### src/rtl/foreground_sequencer.sv
// foreground_sequencer
//   Match-flow controller for the full-screen foreground overlay. Steps through the
//   title, round banner, fight, KO banner and winner screens. It drives the overlay
//   enable, the image select and the base read address into the shared foreground
//   image RAM. Banner durations are counted in vertical frames taken from frame_clk.
//
// Optional feature (compile-time macro FOREGROUND_AUTOSTART_EN):
//   When defined, the title screen leaves for the first round after TITLE_FRAMES
//   frames. The winner screen returns to the title after TITLE_FRAMES frames. The
//   start key still works in both states. When undefined, both screens wait for start.
//
// Ports:
//   Clk              in   system clock
//   Reset            in   asynchronous active-low reset
//   frame_clk        in   vertical-sync frame clock, asynchronous to Clk
//   start            in   start key level (rising edge acts)
//   ko_p1, ko_p2     in   player health reached zero (level)
//   exist_foreground out  overlay enable
//   image_sel        out  0=title 1=round 2=KO 3=winner
//   base_address     out  image_sel * IMG_WORDS
//   fight_active     out  high only while fighting
//   round_num        out  current round, 1..3 (0 before first match)
//   wins_p1, wins_p2 out  round wins per player (saturate at 3)
//   winner           out  0=none/draw 1=p1 2=p2, valid on the winner screen
module foreground_sequencer #(
    parameter int unsigned ROUND_FRAMES  = 120,
    parameter int unsigned KO_FRAMES     = 180,
    parameter int unsigned ROUNDS_TO_WIN = 2,
    parameter int unsigned IMG_WORDS     = 76800,
    parameter int unsigned TITLE_FRAMES  = 300
) (
    input  logic        Clk,
    input  logic        Reset,
    input  logic        frame_clk,
    input  logic        start,
    input  logic        ko_p1,
    input  logic        ko_p2,
    output logic        exist_foreground,
    output logic [1:0]  image_sel,
    output logic [18:0] base_address,
    output logic        fight_active,
    output logic [1:0]  round_num,
    output logic [1:0]  wins_p1,
    output logic [1:0]  wins_p2,
    output logic [1:0]  winner
);

    typedef enum logic [2:0] {
        StTitle,
        StRound,
        StFight,
        StKo,
        StWin
    } state_e;

    localparam logic [8:0] ROUND_LAST = 9'(ROUND_FRAMES - 1);
    localparam logic [8:0] KO_LAST    = 9'(KO_FRAMES - 1);
    localparam logic [1:0] WIN_TARGET = 2'(ROUNDS_TO_WIN);

    state_e     state;
    logic [8:0] frame_cnt;
    logic       frame_sync1;
    logic       frame_sync2;
    logic       frame_prev;
    logic       start_prev;
    logic       frame_tick;
    logic       start_pulse;
    logic       title_timeout;

    assign frame_tick  = frame_sync2 & ~frame_prev;
    assign start_pulse = start & ~start_prev;

`ifdef FOREGROUND_AUTOSTART_EN
    localparam logic [8:0] TITLE_LAST = 9'(TITLE_FRAMES - 1);
    assign title_timeout = frame_tick && (frame_cnt == TITLE_LAST);
`else
    logic unused_title_frames;
    assign unused_title_frames = ^32'(TITLE_FRAMES);
    assign title_timeout       = 1'b0;
`endif

    function automatic logic [18:0] base_of(input logic [1:0] sel);
        return 19'(32'(sel) * IMG_WORDS);
    endfunction

    function automatic logic [1:0] sat_inc(input logic [1:0] w);
        return (w == 2'd3) ? w : w + 2'd1;
    endfunction

    // frame_clk crosses into Clk through two flops before edge detection.
    always_ff @(posedge Clk or negedge Reset) begin
        if (!Reset) begin
            frame_sync1 <= 1'b0;
            frame_sync2 <= 1'b0;
            frame_prev  <= 1'b0;
            start_prev  <= 1'b0;
        end else begin
            frame_sync1 <= frame_clk;
            frame_sync2 <= frame_sync1;
            frame_prev  <= frame_sync2;
            start_prev  <= start;
        end
    end

    always_ff @(posedge Clk or negedge Reset) begin
        if (!Reset) begin
            state            <= StTitle;
            frame_cnt        <= 9'd0;
            exist_foreground <= 1'b1;
            image_sel        <= 2'd0;
            base_address     <= 19'd0;
            fight_active     <= 1'b0;
            round_num        <= 2'd0;
            wins_p1          <= 2'd0;
            wins_p2          <= 2'd0;
            winner           <= 2'd0;
        end else begin
            // Every transition below clears the counter. A tick on the same edge
            // is therefore dropped rather than counted in the new state.
            if (frame_tick) begin
                frame_cnt <= frame_cnt + 9'd1;
            end

            unique case (state)
                StTitle: begin
                    if (start_pulse || title_timeout) begin
                        state            <= StRound;
                        frame_cnt        <= 9'd0;
                        exist_foreground <= 1'b1;
                        image_sel        <= 2'd1;
                        base_address     <= base_of(2'd1);
                        round_num        <= 2'd1;
                        wins_p1          <= 2'd0;
                        wins_p2          <= 2'd0;
                        winner           <= 2'd0;
                    end
                end

                StRound: begin
                    if (frame_tick && (frame_cnt == ROUND_LAST)) begin
                        state            <= StFight;
                        frame_cnt        <= 9'd0;
                        exist_foreground <= 1'b0;
                        fight_active     <= 1'b1;
                    end
                end

                StFight: begin
                    if (ko_p1 || ko_p2) begin
                        state            <= StKo;
                        frame_cnt        <= 9'd0;
                        exist_foreground <= 1'b1;
                        image_sel        <= 2'd2;
                        base_address     <= base_of(2'd2);
                        fight_active     <= 1'b0;
                        // A simultaneous double KO is a draw and credits nobody.
                        if (ko_p1 && !ko_p2) begin
                            wins_p2 <= sat_inc(wins_p2);
                        end else if (ko_p2 && !ko_p1) begin
                            wins_p1 <= sat_inc(wins_p1);
                        end
                    end
                end

                StKo: begin
                    if (frame_tick && (frame_cnt == KO_LAST)) begin
                        frame_cnt <= 9'd0;
                        if ((wins_p1 >= WIN_TARGET) || (wins_p2 >= WIN_TARGET) ||
                            (round_num == 2'd3)) begin
                            state        <= StWin;
                            image_sel    <= 2'd3;
                            base_address <= base_of(2'd3);
                            if (wins_p1 > wins_p2) begin
                                winner <= 2'd1;
                            end else if (wins_p2 > wins_p1) begin
                                winner <= 2'd2;
                            end else begin
                                winner <= 2'd0;
                            end
                        end else begin
                            state        <= StRound;
                            image_sel    <= 2'd1;
                            base_address <= base_of(2'd1);
                            round_num    <= round_num + 2'd1;
                        end
                    end
                end

                StWin: begin
                    // The title screen shows a clean slate, matching the reset state.
                    if (start_pulse || title_timeout) begin
                        state        <= StTitle;
                        frame_cnt    <= 9'd0;
                        image_sel    <= 2'd0;
                        base_address <= 19'd0;
                        round_num    <= 2'd0;
                        wins_p1      <= 2'd0;
                        wins_p2      <= 2'd0;
                        winner       <= 2'd0;
                    end
                end

                default: begin
                    state            <= StTitle;
                    frame_cnt        <= 9'd0;
                    exist_foreground <= 1'b1;
                    image_sel        <= 2'd0;
                    base_address     <= 19'd0;
                    fight_active     <= 1'b0;
                end
            endcase
        end
    end

endmodule

### config.mk
export PLATFORM = sky130hd
export DESIGN_NAME = foreground_sequencer
export DESIGN_NICKNAME = d
export VERILOG_FILES = /design/src/rtl/foreground_sequencer.sv
export SDC_FILE = /design/constraint.sdc
export NUM_CORES = 1
export LEC_CHECK = 0
export CORE_MARGIN = 2
export CORE_UTILIZATION = 40
export DETAILED_ROUTE_END_ITERATION = 10
export GPL_ROUTABILITY_DRIVEN = 1
export PLACE_DENSITY = 0.66
export SETUP_SLACK_MARGIN = 0.1
export SLEW_MARGIN = 20
export SYNTH_ARGS = -nofsm -noshare
export SYNTH_HDL_FRONTEND = slang
export SYNTH_SLANG_ARGS = --single-unit
### constraint.sdc
create_clock -name Clk -period 2.4 [get_ports Clk]
set_input_delay 0.48 -clock Clk [delete_from_list [all_inputs] [get_ports Clk]]
set_output_delay 0.48 -clock Clk [all_outputs]
set_load 0.02 [all_outputs]
=== Word-level counts from Yosys, hierarchy flattened ===
Index checks and enable logic that the tools add are counted.

* Bits in registers: 47
* Output and inout port bits: 31

* Add/subtract/negate cells: 4
* $lt $le $gt $ge: 4
* Eq/ne operators: 22
* Mux-type cells: 49
* Bitwise gates (word level): 7
* Reductions and logical operators: 24

{| class="wikitable"
|+ Operator list
! cell !! number
|-
| $pmux 19 s5 || 1
|-
| $mux 19 || 4
|-
| $mux 9 || 5
|-
| $mux 2 || 18
|-
| $pmux 9 s4 || 1
|-
| $ne 2x2->1 const B || 12
|-
| $reduce_and 5->1 || 4
|-
| $mux 18 || 1
|-
| $mux 3 || 6
|-
| $pmux 3 s5 || 1
|-
| $pmux 2 s2 || 3
|-
| $pmux 2 s5 || 1
|-
| $add 9x1->9 const B || 1
|-
| $eq 9x7->1 const B || 1
|-
| $eq 9x8->1 const B || 1
|-
| $reduce_and 4->1 || 2
|-
| $add 2x1->2 const B || 3
|-
| $eq 2x2->1 const B || 3
|-
| $eq 3x2->1 const B || 2
|-
| $pmux 2 s3 || 1
|-
| $reduce_and 6->1 || 1
|-
| $mux 1 || 5
|-
| $not 1->1 || 5
|-
| $ge 2x2->1 const B || 2
|-
| 16 further kinds || 26
|}

=== Logic depth before layout (Yosys ltp) ===
* Depth after elaboration: 6
* Gate-level depth with buffers: 6

=== Worst setup path after synthesis ===
No wires, ideal clock.

* Path kind: reg2reg
* Start: register wins_p2[0]
* End: register round_num[0]
* Arrival: 1.649 ns
* Required time: 2.252 ns
* Setup slack: 0.603 ns
* Stages on the path, launching flop included: 7
* Buffers on the path: 0
* Period minus slack after synthesis: 1.797 ns
* Path through: dfrtp_1 -> inv_1 -> ha_1 -> nor3_1 -> nand2_1 -> o311ai_0 -> o221ai_1

* Cells in the longest elaborated chain, start to end: 5

{| class="wikitable"
|+ Ends and longest elaborated chain
! what !! RTL line !! RTL
|-
| from (decl) || 44 || <nowiki>output logic [1:0] wins_p2,</nowiki>
|-
| from (signal assigned) || 158 || <nowiki>wins_p2 <= sat_inc(wins_p2);</nowiki>
|-
| $ge 2x2->1 || 168 || <nowiki>if ((wins_p1 >= WIN_TARGET) || (wins_p2 >= WIN_TARGET) ||</nowiki>
|-
| $logic_or 1x1->1 (2 in series) || 168 ||
|-
| $ne 2x2->1 (no line) || -- ||
|-
| $reduce_and 5->1 (no line) || -- ||
|-
| to (signal assigned) || 184 || <nowiki>round_num <= round_num + 2'd1;</nowiki>
|-
| to (decl) || 42 || <nowiki>output logic [1:0] round_num,</nowiki>
|}

Every way passes these cells.
A chain may end at the register's enable or synchronous reset.

=== Worst setup path in the final report ===
Ends and elaborated chain as after synthesis.

==> flow_metrics.py <==
metrics = {
    "critical_path": {
        "r2r-start": "wins_p2[0]",
        "crit_arrival_ns": 2.06,
        "worstSetupStartpoint": "wins_p2[0]",
        "cp-end-kind": "flip-flop",
        "critPathMaxFanout": 5,
        "critical_path_class": "flip-flop to flip-flop",
        "critPathLaunchType": "flip-flop",
        "timing.critical_path.required_ns": 2.54,
    },
    "global_routing": {
        "gr-usage-all-layers": 0.1673,
        "pin_count_of_the_biggest_net_entering_global_routing": 33,
        "grt_first_pass_wirelength_um": 6851,
        "antenna_violations_before_repair": 0,
        "globalRoute.totalOverflow": 0,
        "grt_pass1_vias": 1439,
    },
    "synth": {
        "synth_top_family_by_area": "simple AND/OR/NAND/NOR gates",
        "synth_compound_gate_area_share": 0.1573,
        "synthesis.yosys.warnings": 0,
        "synth_top_flop_cell": "sky130_fd_sc_hd__dfrtp_1",
        "async_flop_share": 1.000,
        "synth_simple_gate_area_frac": 0.2201,
        "seq_area_frac_synth": 0.4149,
        "yosys_register_bits": 32,
        "synth-xor-area-share": 0.03625,
        "post-synth-top-area-fraction": 0.4013,
        "synth_mux_area_frac": 0.02071,
        "synth.area.top_cells": "sky130_fd_sc_hd__dfrtp_1 (40%), sky130_fd_sc_hd__buf_4 (5.8%), sky130_fd_sc_hd__ha_1 (5.8%)",
        "netlist_instances": 206,
        "synth_area_sq_mm": 0.001933,
        "synth_enable_flop_cells": 0,
        "post_synthesis_share_of_cell_area_spent_on_full_adders_half_adders_and_majority_gates": 0.05825,
        "yosysUniqueCellTypes": 49,
        "synth.largest_area_cell": "sky130_fd_sc_hd__dfrtp_1",
        "mean_post_synth_cell_area_sq_um": 9.384,
    },
    "clock_tree": {
        "cts.htree.levels": 2,
        "postCtsSetupBuffers": 0,
        "worstSkewPairLatency_ns": 0.28,
        "cts.path.max_buffers": 2,
        "clkTransAtPathRegs_ns": 0.07,
        "tritoncts_clock_tree": "built",
        "cts_inserted_buffers": 5,
        "cts-hold-fix-buffers": 0,
        "postCtsResizedCells": 0,
        "clock-sinks": 32,
        "ctsRootBufferMaster": "sky130_fd_sc_hd__clkbuf_8",
    },
    "timing": {
        "timing.final.setup_violations": 0,
        "grt_setup_unrepaired": "no",
        "setup_slack_ns": 0.4764,
        "setup_tns_ns": 0,
        "hold_viol_final": 0,
        "final.setup_skew_ns": 0.008226,
        "max_slew.worst_pin.slew_ns": 0.5637,
        "final_cycle_utilization_of_the_critical_path": 0.8015,
        "fmaxAchievable_mhz": 519.9,
        "slew_violations": 0,
        "final.min_clock_period_ns": 1.924,
        "max_slew_margin": 0.6189,
    },
    "route": {
        "num_vias": 1531,
        "drt_iter0_drc": 82,
        "route.detailed.vias_per_inst": 5.298,
        "route.detailed.wl_per_inst_um": 14.14,
        "post_detailed_route_count_of_antenna_violating_nets": 0,
        "routed_wl_um": 4087,
        "first_pass_iters": 4,
        "route.detailed.drc": 0,
    },
    "place": {
        "detailedPlace.worstSlack_ns": 0.2067,
        "place_hpwl_um": 2994,
        "count_of_port_buffers_added_during_placement": 25,
        "weighted_congestion_at_the_end_of_routability_driven_global_placement": 0.8254,
    },
    "die": {
        "die_x_um": 73.52,
        "number_of_ports_placed_on_the_die_boundary": 37,
        "coreArea_sq_mm": 0.004692,
        "row_count": 25,
        "design.die.area_sq_mm": 0.005405,
        "initial_utilization": 0.4120,
        "die-height_um": 73.52,
    },
    "flow_run": {
        "max_cap_violations": 0,
    },
    "min_path": {
        "worst_hold_path_type": "flip-flop to flip-flop",
        "min_delay_startpoint": "frame_sync1",
    },
    "cells_and_area": {
        "drive_gt1_frac": 0.07660,
        "final_core_utilization": 0.4888,
        "areaGrowthSynthToFinish_pct": 18.64,
        "finalNetCount": 249,
        "diodes": 0,
    },
    "pwr": {
        "power.ir.vdd_worst_mv": 0.4111,
        "pwr_density_cell_mw_per_mm2": 684.0,
        "power_leakage_nw": 1.023,
    },
    "status": {
        "outcome": "finished, final reports clean",
    },
}
==> final timing paths <==
| check | end | slack (ns) | depth (start not counted) |
|---|---|---|---|
| hold reg to reg | frame_sync2 | 0.35 | 0 |
| setup reg to reg | round_num[0] | 0.48 | 6 |
| hold / removal | frame_sync2 | 0.35 | 0 |
| setup / recovery | round_num[0] | 0.48 | 6 |
| min in group asynchronous | base_address[14] | 0.61 | 2 |
| max in group asynchronous | exist_foreground | 1.46 | 2 |
==> synthesized netlist by cell type (2+ instances only) <==
cell	n
sky130_fd_sc_hd__a21o_1	4
sky130_fd_sc_hd__a21oi_1	5
sky130_fd_sc_hd__a311oi_1	2
sky130_fd_sc_hd__a31oi_1	2
sky130_fd_sc_hd__and3_1	3
sky130_fd_sc_hd__and4bb_2	2
sky130_fd_sc_hd__buf_2	2
sky130_fd_sc_hd__buf_4	15
sky130_fd_sc_hd__clkbuf_1	4
sky130_fd_sc_hd__dfrtp_1	31
sky130_fd_sc_hd__ha_1	9
sky130_fd_sc_hd__inv_1	10
sky130_fd_sc_hd__mux2i_1	4
sky130_fd_sc_hd__nand2_1	15
sky130_fd_sc_hd__nand2b_1	4
sky130_fd_sc_hd__nand3_1	5
sky130_fd_sc_hd__nand3b_1	3
sky130_fd_sc_hd__nand4_1	4
sky130_fd_sc_hd__nor2_1	23
sky130_fd_sc_hd__nor2b_1	3
sky130_fd_sc_hd__nor3_1	8
sky130_fd_sc_hd__nor4b_1	2
sky130_fd_sc_hd__o211a_1	2
sky130_fd_sc_hd__o211ai_1	3
sky130_fd_sc_hd__o21a_1	2
sky130_fd_sc_hd__o21ai_1	6
sky130_fd_sc_hd__o22ai_1	4
sky130_fd_sc_hd__o2bb2ai_1	2
sky130_fd_sc_hd__xnor2_1	4
sky130_fd_sc_hd__xor2_1	4
==> layer usage <==
metal	routed length, um	vias to the layer above	track usage
li1	-	766	-
met5	0	-	0
met1	1938	716	0.2238
met2	1943	44	0.2679
met4	35	0	0.03838
met3	170	5	0.04938
==> logic make-up (layout without fill, tap and decap cells) <==
family | after synthesis | in the layout
buffers and inverters | 31 | 50
AND/OR/NAND/NOR | 80 | 80
XOR/XNOR | 8 | 8
flip-flops | 32 | 32
multiplexers | 4 | 4
adder cells (fa/ha/maj) | 9 | 9
other | 1 | 11
AO/OA/AOI/OAI | 41 | 41
==> state kept, by name, indices dropped and copies added (netlist names) <==
register	cells
frame_prev	1
frame_sync1	1
start_prev	1
exist_foreground	1
winner	2
frame_sync2	1
frame_cnt	9
base_address	5
wins_p1	2
state	3
image_sel	1
fight_active	1
wins_p2	2
round_num	2
==> area by class of cell <==
type                       instances  area, sq um
fill                             437         2399
multi-input combinational        153        993.5
sequential                        32        802.0
timing repair buffer              32        302.8
clock buffer                       8        90.09
tap                               54        67.56
inverter                          10        37.54
==> cell usage in the layout, fill, tap and decap left out, types with 5 or more instances in the layout <==
cell                              Yosys  routed
sky130_fd_sc_hd__nor2_1              23      23
sky130_fd_sc_hd__clkdlybuf4s50_1      0      25
sky130_fd_sc_hd__nor3_1               8       8
sky130_fd_sc_hd__ha_1                 9       9
sky130_fd_sc_hd__dfrtp_1             31      31
sky130_fd_sc_hd__buf_4               15       7
sky130_fd_sc_hd__a21oi_1              5       5
sky130_fd_sc_hd__conb_1               1      11
sky130_fd_sc_hd__nand2_1             15      15
sky130_fd_sc_hd__nand3_1              5       5
sky130_fd_sc_hd__clkbuf_8             0       6
sky130_fd_sc_hd__o21ai_1              6       6
sky130_fd_sc_hd__inv_1               10      10
==> worst max-delay path, cell delays in order, from the launching register on <==
cell and delay, ns:
sky130_fd_sc_hd__dfrtp_1 0.41, sky130_fd_sc_hd__inv_1 0.10, sky130_fd_sc_hd__ha_1 0.20, sky130_fd_sc_hd__nor3_1 0.37, sky130_fd_sc_hd__nand2_1 0.17, sky130_fd_sc_hd__o311ai_0 0.35
sky130_fd_sc_hd__o221ai_1 0.17
==> through the flow <==
step | cells | cell area (sq um) | hold slack (ns) | power (mW)
2_1_floorplan | 216 | 1971 | 0.1844 | 0.9978
4_1_cts | 289 | 2293 | 0.3529 | 1.588
3_3_place_gp | 281 | 2203 | 0.3362 | 1.147
5_1_grt | 289 | 2293 | 0.3657 | 1.679
3_5_place_dp | 281 | 2203 | 0.3387 | 1.153
6_report | 289 | 2293 | 0.3505 | 1.569
==> report_power, final <==
part	switching, mW	leakage, nW	internal (mW)
registers	0.0821	0.407	0.613
logic	0.246	0.571	0.199
clock network	0.195	0.0455	0.234
total	0.523	1.02	1.05
Power figures use the tool's default switching activity.
